===== src/rtl/soc_confreg_bridge.sv =====
// Data-port bridge: routes core accesses to the data SRAM or to a small confreg
// block (LED, switches, timer, UART TX FIFO) while keeping one-cycle read timing.
module soc_confreg_bridge #(
  parameter logic [31:0] CONF_BASE  = 32'hBFAF_0000,
  parameter int          FIFO_DEPTH = 8,
  parameter int          CNT_W      = 4
) (
  input  logic        clk,
  input  logic        reset,
  input  logic        cpu_data_en,
  input  logic [3:0]  cpu_data_wen,
  input  logic [31:0] cpu_data_addr,
  input  logic [31:0] cpu_data_wdata,
  output logic [31:0] cpu_data_rdata,
  output logic        data_sram_en,
  output logic [3:0]  data_sram_wen,
  output logic [31:0] data_sram_addr,
  output logic [31:0] data_sram_wdata,
  input  logic [31:0] data_sram_rdata,
  input  logic [15:0] switch_in,
  output logic [15:0] led_out,
  output logic        uart_tx_valid,
  input  logic        uart_tx_ready,
  output logic [7:0]  uart_tx_data
);

  localparam int PTR_W = $clog2(FIFO_DEPTH);

  // Word offsets (addr[15:2]) of the register map.
  localparam logic [13:0] OFF_LED   = 14'h3C00;
  localparam logic [13:0] OFF_SW    = 14'h3C01;
  localparam logic [13:0] OFF_TIMER = 14'h3C02;
  localparam logic [13:0] OFF_UDATA = 14'h3C03;
  localparam logic [13:0] OFF_USTAT = 14'h3C04;

  logic        hit, conf_rd, conf_wr, full_word;
  logic [13:0] off;

  assign hit       = cpu_data_en & (cpu_data_addr[31:16] == CONF_BASE[31:16]);
  assign conf_rd   = hit & (cpu_data_wen == 4'h0);
  assign conf_wr   = hit & (cpu_data_wen != 4'h0);
  assign full_word = (cpu_data_wen == 4'hF);
  assign off       = cpu_data_addr[15:2];

  assign data_sram_en    = cpu_data_en & ~hit;
  assign data_sram_wen   = hit ? 4'h0 : cpu_data_wen;
  assign data_sram_addr  = cpu_data_addr;
  assign data_sram_wdata = cpu_data_wdata;

  logic             hit_r_q, hit_r_d;
  logic [31:0]      conf_rdata_q, conf_rdata_d;
  logic [15:0]      led_q, led_d;
  logic [15:0]      sw_meta_q, sw_sync_q;
  logic [31:0]      timer_q, timer_d;
  logic [PTR_W-1:0] wr_ptr_q, wr_ptr_d, rd_ptr_q, rd_ptr_d;
  logic [CNT_W-1:0] count_q, count_d;
  logic             ovf_q, ovf_d;
  logic [7:0]       mem_q [FIFO_DEPTH];

  logic        full, empty, pop, push_req, push, ovf_clr;
  logic [31:0] stat, rd_mux;

  // UART TX handshake: a byte leaves the FIFO on every rising edge where
  // uart_tx_valid and uart_tx_ready are both high; valid never drops without a pop.
  assign full          = (count_q == CNT_W'(FIFO_DEPTH));
  assign empty         = (count_q == '0);
  assign pop           = ~empty & uart_tx_ready;
  assign push_req      = conf_wr & (off == OFF_UDATA) & cpu_data_wen[0];
  assign push          = push_req & (~full | pop);
  assign ovf_clr       = conf_wr & (off == OFF_USTAT) & cpu_data_wen[0] & cpu_data_wdata[2];
  assign uart_tx_valid = ~empty;
  assign uart_tx_data  = mem_q[rd_ptr_q];
  assign led_out       = led_q;

  always_comb begin
    stat              = '0;
    stat[0]           = full;
    stat[1]           = empty;
    stat[2]           = ovf_q;
    stat[3+CNT_W:4]   = count_q;
    rd_mux            = '0;
    case (off)
      OFF_LED:   rd_mux = {16'h0000, led_q};
      OFF_SW:    rd_mux = {16'h0000, sw_sync_q};
      OFF_TIMER: rd_mux = timer_q;
      OFF_USTAT: rd_mux = stat;
      default:   rd_mux = '0;
    endcase
  end

  always_comb begin
    hit_r_d      = conf_rd;
    conf_rdata_d = conf_rd ? rd_mux : conf_rdata_q;
    led_d        = (conf_wr & full_word & (off == OFF_LED)) ? cpu_data_wdata[15:0] : led_q;
    // A same-cycle write replaces the increment rather than adding to it.
    timer_d      = (conf_wr & full_word & (off == OFF_TIMER)) ? cpu_data_wdata : timer_q + 32'd1;
    wr_ptr_d     = push ? wr_ptr_q + PTR_W'(1) : wr_ptr_q;
    rd_ptr_d     = pop  ? rd_ptr_q + PTR_W'(1) : rd_ptr_q;
    count_d      = count_q;
    case ({push, pop})
      2'b10:   count_d = count_q + CNT_W'(1);
      2'b01:   count_d = count_q - CNT_W'(1);
      default: count_d = count_q;
    endcase
    ovf_d = ovf_q;
    if (push_req & full & ~pop) ovf_d = 1'b1;
    else if (ovf_clr)           ovf_d = 1'b0;
  end

  always_ff @(posedge clk or posedge reset) begin
    if (reset) begin
      hit_r_q      <= 1'b0;
      conf_rdata_q <= '0;
      led_q        <= '0;
      sw_meta_q    <= '0;
      sw_sync_q    <= '0;
      timer_q      <= '0;
      wr_ptr_q     <= '0;
      rd_ptr_q     <= '0;
      count_q      <= '0;
      ovf_q        <= 1'b0;
    end else begin
      hit_r_q      <= hit_r_d;
      conf_rdata_q <= conf_rdata_d;
      led_q        <= led_d;
      sw_meta_q    <= switch_in;
      sw_sync_q    <= sw_meta_q;
      timer_q      <= timer_d;
      wr_ptr_q     <= wr_ptr_d;
      rd_ptr_q     <= rd_ptr_d;
      count_q      <= count_d;
      ovf_q        <= ovf_d;
    end
  end

  // Storage needs no reset: pointers and count define which entries are live.
  always_ff @(posedge clk) begin
    if (push) mem_q[wr_ptr_q] <= cpu_data_wdata[7:0];
  end

  assign cpu_data_rdata = hit_r_q ? conf_rdata_q : data_sram_rdata;

endmodule

===== config.mk =====
export PLATFORM = sky130hd
export DESIGN_NAME = soc_confreg_bridge
export DESIGN_NICKNAME = d
export VERILOG_FILES = /design/src/rtl/soc_confreg_bridge.sv
export SDC_FILE = /design/constraint.sdc
export NUM_CORES = 1
export LEC_CHECK = 0
export CORE_MARGIN = 4
export CORE_UTILIZATION = 48
export CTS_CLUSTER_SIZE = 30
export DETAILED_ROUTE_END_ITERATION = 10
export PLACE_DENSITY_LB_ADDON = 0.3
export SYNTH_ARGS = -nofsm -noshare
export SYNTH_HDL_FRONTEND = slang
export SYNTH_SLANG_ARGS = --single-unit

===== constraint.sdc =====
create_clock -name clk -period 6.2 [get_ports clk]
set_input_delay 1.55 -clock clk [delete_from_list [all_inputs] [get_ports clk]]
set_output_delay 1.55 -clock clk [all_outputs]
set_load 0.1 [all_outputs]

* Yosys cells after proc, flatten, opt, wreduce, memory -nomap -nowiden
Memories as Yosys holds them, arrays and structs flattened.
Index checks and enable logic that the tools add are counted.
** Word-level totals
- Flip-flop bits (word level) :: 124
- Memory bits (writable) :: 64
- Bits of input ports :: 120
- Output and inout port bits :: 126
- Memories :: 1
** Memories
- mem_q :: words 8, bits a word 8, rd ports 1, clocked after memory_dff 0, wr ports 1, RTL line 58 : logic [7:0] mem_q [FIFO_DEPTH];
** Operators by class
- Add/subtract/negate cells :: 5
- Equality and inequality tests :: 10
- Muxes and demuxes :: 9
- Bitwise gates (word level) :: 21
- Reductions and logical operators :: 5
** Operators by type and width (number)
- case mux 32 bit (4 select lines) :: 1
- equality test 14 bit (second input constant) :: 5
- 2-to-1 mux 32 bit :: 2
- adder 32 x 1 -> 32 bit (second input constant) :: 1
- bitwise AND 1 bit :: 16
- equality test 16 bit (second input constant) :: 1
- equality test 4 bit (second input constant) :: 2
- zero test 4 bit :: 2
- case mux 4 bit (2 select lines) :: 1
- adder 3 x 1 -> 3 bit (second input constant) :: 2
- adder 4 x 1 -> 4 bit (second input constant) :: 1
- 2-to-1 mux 1 bit :: 4
- 2-to-1 mux 4 bit :: 1
- inverter 1 bit :: 4
- nonzero test 2 bit :: 2
- nonzero test 4 bit :: 1
- subtractor 4 x 1 -> 4 bit (second input constant) :: 1
- equality test 2 x 1 -> 1 bit (second input constant) :: 1
- equality test 2 bit (second input constant) :: 1
- bitwise OR 1 bit :: 1

* Longest topological paths before layout
Gate-level depths: netlist of the first run.
- Depth in word-level cells :: 8
- Gate-level depth with buffers :: 11
- Mapped depth without buffers :: 10

* Least setup slack after synthesis of the first run
No wires, ideal clock.
- Path kind :: input to output
- From :: input port cpu_data_addr[30]
- To :: output port data_sram_wen[0]
- Arrival :: 2670 ps
- Path slack :: 1980 ps
- Cell stages on the path :: 4
- Buffers on the path :: 0
- Cells stage by stage :: nand4b_1 > nor4_2 > nand2_1 > and2_1
** On the way
- Longest elaborated chain between the ends :: 3
** Ends and longest elaborated chain
- start: declaration :: RTL line 12 : input logic [31:0] cpu_data_addr,
- equality test 16 bit :: RTL line 39 : assign hit = cpu_data_en & (cpu_data_addr[31:16] == CONF_BASE[31:16]);
- bitwise AND 1 bit :: RTL line 39
- 2-to-1 mux 4 bit :: RTL line 46 : assign data_sram_wen = hit ? 4'h0 : cpu_data_wen;
- end: declaration :: RTL line 16 : output logic [3:0] data_sram_wen,
No other way between the ends.

* Worst setup path after layout of the first run
- From :: register rd_ptr_q[0]
- To :: output port uart_tx_data[2]
** On the way
- Longest elaborated chain between the ends :: 1
** Ends and longest elaborated chain
- start: declaration :: RTL line 55 : logic [PTR_W-1:0] wr_ptr_q, wr_ptr_d, rd_ptr_q, rd_ptr_d;
- start signal: assignment :: RTL line 130 : rd_ptr_q <= rd_ptr_d;
- memory read (8 x 8 bit)
- end: declaration :: RTL line 24 : output logic [7:0] uart_tx_data
No other way between the ends.

==> results of run 1 <==
stage by stage:
stage               instance area (um2)  util [%]
finish                            11430     63.87
global route                      11430     63.87
CTS                               11430     63.87
detailed placement                10830     60.48
global placement                  10830     60.48
floorplan                          8712         -
cells in the mapped netlist (all sizes together), types with 3 or more instances:
cell | n | area, um2
xor2 | 19 | 166.4
a222oi | 9 | 90.09
a22o | 6 | 52.55
and2 | 5 | 31.28
nand2b | 3 | 18.77
a21oi | 34 | 170.2
and4 | 7 | 61.31
mux2 | 59 | 664.4
xnor2 | 18 | 157.7
clkbuf | 21 | 78.83
nand4 | 18 | 112.6
nand2 | 67 | 259.0
mux4 | 16 | 360.4
nand3 | 14 | 70.07
buf | 77 | 554.3
o21ai | 32 | 197.7
nor2 | 45 | 168.9
edfxtp | 64 | 1922
and3 | 7 | 43.79
ha | 5 | 62.56
a221oi | 7 | 61.31
nor3 | 12 | 65.06
dfrtp | 124 | 3103
nor4 | 6 | 50.04
inv | 7 | 26.28
power breakdown:
| part | internal (mW) | leakage, nW | total, mW | switching [mW] |
|---|---|---|---|---|
| clock network | 0.626 | 0.305 | 1.09 | 0.463 |
| registers | 1.32 | 2.20 | 1.41 | 0.0945 |
| logic | 0.371 | 1.95 | 1.09 | 0.724 |
| total | 2.32 | 4.45 | 3.60 | 1.28 |
cell type report:
type	instances	area (um2)	area share, %
clock buffer	20	500.5	4.377
clock inverter	12	107.6	0.9410
inverter	7	28.78	0.2517
multi-input combinational	405	3037	26.56
sequential	188	5025	43.94
tap	229	286.5	2.506
timing repair buffer	251	2450	21.42
kinds of logic after synthesis:
| family | share of synthesized area, % |
|---|---|
| compound gates | 6.965 |
| xor+xnor | 3.720 |
| fa+ha+maj | 1.063 |
| buf+inv | 7.569 |
| flops | 57.68 |
| mux | 11.88 |
| simple gates | 11.13 |
path summary, 6_finish.rpt:
path / startpoint / endpoint / depth (start not counted)
hold reg to reg: sw_meta_q[1]$_DFF_PP0_ / sw_sync_q[1]$_DFF_PP0_ / 0
hold / removal: sw_meta_q[1]$_DFF_PP0_ / sw_sync_q[1]$_DFF_PP0_ / 0
max in group asynchronous: reset / conf_rdata_q[31]$_DFFE_PP0P_ / 3
setup reg to reg: count_q[0]$_DFFE_PP0P_ / count_q[3]$_DFFE_PP0P_ / 10
min in group asynchronous: reset / sw_meta_q[12]$_DFF_PP0_ / 2
setup / recovery: rd_ptr_q[0]$_DFFE_PP0P_ / uart_tx_data[2] / 3
sequential cells by signal (all words and copies together), names as in the netlist:
| signal | flops |
|---|---|
| mem_q | 64 |
| conf_rdata_q | 32 |
| timer_q | 32 |
| led_out | 16 |
| sw_meta_q | 16 |
| sw_sync_q | 16 |
| count_q | 4 |
| rd_ptr_q | 3 |
| wr_ptr_q | 3 |
| hit_r_q | 1 |
| ovf_q | 1 |
layout by cell type, fill, tap and decap left out, types with 3 or more instances in the layout:
cell type        synthesis  final
a21oi_1                 34     34
a221oi_1                 7      7
a222oi_1                 9      9
a22o_1                   6      6
and2_1                   5      5
and3_1                   7      7
and4_1                   7      7
buf_4                   65     25
clkbuf_16                0     20
clkdlybuf4s50_1          0    226
clkinv_2                 0      5
clkinv_4                 0      5
dfrtp_1                124    124
edfxtp_1                64     64
ha_1                     5      5
inv_1                    7      6
mux2_2                  58     58
mux4_2                  16     16
nand2_1                 66     66
nand2b_1                 3      3
nand3_1                 14     14
nand4_1                 18     18
nor2_1                  45     44
nor3_1                  11     11
nor4_1                   4      3
nor4_2                   2      3
o21ai_0                 19     19
o21ai_1                  3      3
o21ai_2                 10     10
xnor2_1                 18     18
xor2_1                  19     19
metal layers:
layer | vias up | global-route usage [%] | routed length (um)
met4 | 0 | 5.803 | 204
li1 | 2817 | - | -
met5 | - | 0 | 0
met2 | 267 | 35.76 | 11130
met3 | 19 | 5.425 | 1455
met1 | 3010 | 28.39 | 9051
critical path, cell delays in order, from the launching register on:
cell and delay [ns]:
dfrtp_1 1.07, mux4_2 0.62, mux2_2 0.28, clkdlybuf4s50_1 0.98
==> results.sh, run 1 <==
export IMPL_status="complete, no violations"
export IMPL_crit_arrival_ns=3.39
export IMPL_ys_ff_latch=188
export IMPL_synth_cells=698
export IMPL_maxCapViolCount=0
export IMPL_die_h_um=142.7
export IMPL_power_mw=3.597
export IMPL_setup_tns_ns=0
export IMPL_core_area_mm2=0.01790
export IMPL_tightest_slew_ns=1.283
export IMPL_placedCellCount=1080
export IMPL_vdd_ir_drop_max_v=0.0002285
export IMPL_cts_resized=0
export IMPL_fin_ws_ns=1.264
export IMPL_hold_slack_ns=0.3502
export IMPL_drc_errors=0
export IMPL_dpl_worst_slack_ns=1.332
export IMPL_gp_congestion=0.8985
export IMPL_diodes=0
export IMPL_final_nets=996
export IMPL_numCtsBuffers=17
export IMPL_drive_gt1_share_pct=16.99
export IMPL_max_clock_freq_mhz=202.6
export IMPL_io_buffers=241
export IMPL_required_ns=4.65
export IMPL_grt_remaining_overflow=0
export IMPL_wirelength_um=21840
export IMPL_synth_area_mm2=0.008712
export IMPL_cts_root_buf="clkbuf_16"
export IMPL_min_path_type="reg2reg"
export IMPL_syn_area_per_cell_um2=12.48
export IMPL_r2r_slack_ns=3.45
export IMPL_routedWlPerCell_um=19.64
export IMPL_final_setup_viol_count=0
export IMPL_cts_tree="yes"
export IMPL_num_rows=49
export IMPL_hold_viol=0
export IMPL_worstSetupStartpointType="flop"
export IMPL_crit_type="reg2out"
export IMPL_drt_iter0_markers=394
export IMPL_synth_edf_count=64
export IMPL_insertion_delay_ns=0.43
export IMPL_antenna_left=0
export IMPL_cts_sinks=188
export IMPL_grt_pass1_vias=6293
export IMPL_vias=6113
export IMPL_leakagePower_nw=4.454
export IMPL_cts_hold_buf=0
export IMPL_die_area_mm2=0.02037
export IMPL_path_clk_slew_ns=0.07
export IMPL_dr_pass1_iters=5
export IMPL_hpwl_um=15670
export IMPL_finalClockSkew_ns=0.01305
export IMPL_viasPerCell=5.497
export IMPL_clockBufferDepth=2
export IMPL_relSlewSlack_pct=14.47
export IMPL_area_growth_pct=31.25
export IMPL_synth_nets=824
export IMPL_gr_usage_all_layers_pct=21.51
export IMPL_grt_first_pass_wirelength_um=33650
export IMPL_cts_htree_levels=4
export IMPL_cellPowerDensity_mw_per_mm2=314.6
export IMPL_layout_min_cycle_time_ns=4.936
export IMPL_ys_warn_count=0
export IMPL_ys_flop_type="dfrtp_1"
export IMPL_rsz0062_at_grt="no"
export IMPL_critPathCaptureType="output port"
export IMPL_initial_core_util_pct=48.67
export IMPL_io_pins=246
export IMPL_synthDistinctLibCells=47
export IMPL_finalNonFillerCells=1112
export IMPL_finalCritPeriodShare_pct=79.61
export IMPL_cts_setup_buffers=0
export IMPL_maxSlewViolCount=0
export IMPL_die_w_um=142.7
export IMPL_fillers=1345
export IMPL_antenna_found_initial=0
export IMPL_ys_seq_area_share_pct=57.68
export IMPL_synthArstFlopShare_pct=65.96
export IMPL_critPathMaxFanout=18
export IMPL_grt_max_degree=64
Power figures use the tool's default switching activity.
==> inputs of run 2 (changes only) <==
clock period = 4.8 ns   (was 6.2 ns; I/O delays follow)
==> results.sh, run 2 (synthesis gave the netlist of run 1 again) <==
export IMPL_status="complete, no violations"
export IMPL_diodes=0
export IMPL_cts_htree_levels=4
export IMPL_die_w_um=142.7
export IMPL_fillers=1380
export IMPL_grt_max_degree=64
export IMPL_antenna_left=0
export IMPL_largest_registers="mem_q x64, conf_rdata_q x32, timer_q x32"
export IMPL_final_util_pct=62.80
export IMPL_cts_setup_buffers=0
export IMPL_crit_type="in2out"
export IMPL_intPower_mw=2.913
export IMPL_wirelength_um=21850
export IMPL_clockBufferDepth=2
export IMPL_power_frac_seq_pct=38.9
export IMPL_required_ns=3.60
export IMPL_p_clk_share_pct=29.9
export IMPL_num_rows=49
export IMPL_p_sw_mw=1.684
export IMPL_relSlewSlack_pct=31.00
export IMPL_maxSlewViolCount=0
export IMPL_io_buffers=241
export IMPL_seqCellArea_mm2=0.005025
export IMPL_vdd_ir_drop_max_v=0.0003017
export IMPL_core_area_mm2=0.01790
export IMPL_cts_hold_buf=0
export IMPL_cts_root_buf="clkbuf_16"
export IMPL_tightest_slew_ns=1.032
export IMPL_cts_resized=0
export IMPL_max_clock_freq_mhz=249.1
export IMPL_critPathMaxFanout=5
export IMPL_layout_commonest_cell="clkdlybuf4s50_1"
export IMPL_rsz0062_at_grt="no"
export IMPL_insertion_delay_ns=0.43
export IMPL_max_stage_delay_ns=0.46
export IMPL_setup_tns_ns=0
export IMPL_drc_errors=0
export IMPL_cts_sinks=188
export IMPL_cts_tree="yes"
export IMPL_final_cell_mix="clkdlybuf4s50_1, dfrtp_1, buf_4, nand2_1, edfxtp_1"
export IMPL_min_path_type="reg2reg"
export IMPL_path_clk_slew_ns=0.07
export IMPL_regMostFlops="mem_q"
export IMPL_finalCritPeriodShare_pct=83.63
export IMPL_maxCapViolCount=0
export IMPL_worstSetupStartpointType="input pin"
export IMPL_numCtsBuffers=17
export IMPL_vias=6135
export IMPL_combPwrFrac_pct=31.2
export IMPL_io_pins=246
export IMPL_initial_core_util_pct=48.67
export IMPL_grt_remaining_overflow=0
export IMPL_area_growth_pct=29.05
export IMPL_multi_input_area_mm2=0.003030
export IMPL_antenna_found_initial=0
export IMPL_slowest_stage="clkdlybuf4s50_1"
export IMPL_crit_arrival_ns=2.81
export IMPL_p_sw_share_pct=36.63
export IMPL_hold_viol=0
export IMPL_die_area_mm2=0.02037
export IMPL_critPathCaptureType="output port"
export IMPL_leakagePower_nw=4.560
export IMPL_drt_iter0_markers=412
export IMPL_grt_pass1_vias=6279
export IMPL_layout_min_cycle_time_ns=4.014
export IMPL_grt_first_pass_wirelength_um=33690
export IMPL_largest_register_ff_count=64
export IMPL_finalClockSkew_ns=0.01204
export IMPL_final_nets=1004
export IMPL_drive_gt1_share_pct=27.95
export IMPL_path_cells="clkdlybuf4s50_1 -> nand4b_1 -> nor4_2 -> nand2_1 -> and2_1 -> buf_4"
export IMPL_die_h_um=142.7
export IMPL_gr_usage_all_layers_pct=21.46
export IMPL_viasPerCell=5.478
export IMPL_routedWlPerCell_um=19.51
export IMPL_final_setup_viol_count=0
export IMPL_hpwl_um=15780
export IMPL_gp_congestion=0.8760
export IMPL_dr_pass1_iters=5
export IMPL_cellPowerDensity_mw_per_mm2=408.9
[run 2: cell count changes in the layout (fill, tap and decap cells not counted)]
cell	change
clkinv_4	-4
clkdlybuf4s50_1	-92
nor4_2	-1
buf_12	+1
clkinv_2	-2
nor4_1	+1
inv_6	+6
clkbuf_16	-2
buf_4	+99
clkinvlp_4	+2
[run 2: final cells by class]
type | count | area share, %
multi-input cells | 405 | 26.95
well taps | 229 | 2.548
inverters | 7 | 0.2560
clock buffers | 18 | 4.006
repair buffers | 259 | 20.39
clock inverters | 14 | 1.157
flip-flops and latches | 188 | 44.69
[run 2: final timing paths]
kind	slack (ns)	startpoint	to	cells after the start
hold reg to reg	0.35	sw_meta_q[9]$_DFF_PP0_	sw_sync_q[9]$_DFF_PP0_	0
setup / recovery	0.79	cpu_data_addr[30]	data_sram_wen[2]	6
max in group asynchronous	2.75	reset	timer_q[8]$_DFF_PP0_	3
hold / removal	0.35	sw_meta_q[9]$_DFF_PP0_	sw_sync_q[9]$_DFF_PP0_	0
min in group asynchronous	1.25	reset	sw_meta_q[14]$_DFF_PP0_	2
setup reg to reg	1.99	count_q[0]$_DFFE_PP0P_	count_q[3]$_DFFE_PP0P_	10
[run 2: critical path: cells and delay by family]
family,cells,cell delay [ns]
buf+inv,2,0.69
simple gates,4,0.92
[run 2: routing by layer]
layer,share of wire [%],GRT usage [%],vias up
met5,0,0,-
met4,1.3,5.653,0
met3,7.2,5.794,24
met2,50,35.95,245
met1,41,27.88,3028
li1,-,-,2838
[run 2: per-stage QoR]
stage	power (mW)	setup slack, ns	area (um2)	instances	hold slack, ns
global placement	3.233	0.7910	10660	1088	0.3336
global route	4.766	0.6644	11240	1120	0.3640
finish	4.597	0.7857	11240	1120	0.3499
floorplan	2.944	0.3008	8712	698	0.3312
CTS	4.632	0.7618	11240	1120	0.3523
detailed placement	3.262	0.7695	10660	1088	0.3356
[run 2: power groups by stage]
| stage | Combinational [mW] | Clock (mW) | Sequential (mW) |
|---|---|---|---|
| after floorplan | 1.18 | 0 | 1.76 |
| after global placement | 1.42 | 0 | 1.81 |
| after detailed placement | 1.44 | 0 | 1.82 |
| after CTS | 1.45 | 1.40 | 1.79 |
| after global routing | 1.49 | 1.48 | 1.80 |
| final | 1.43 | 1.38 | 1.79 |
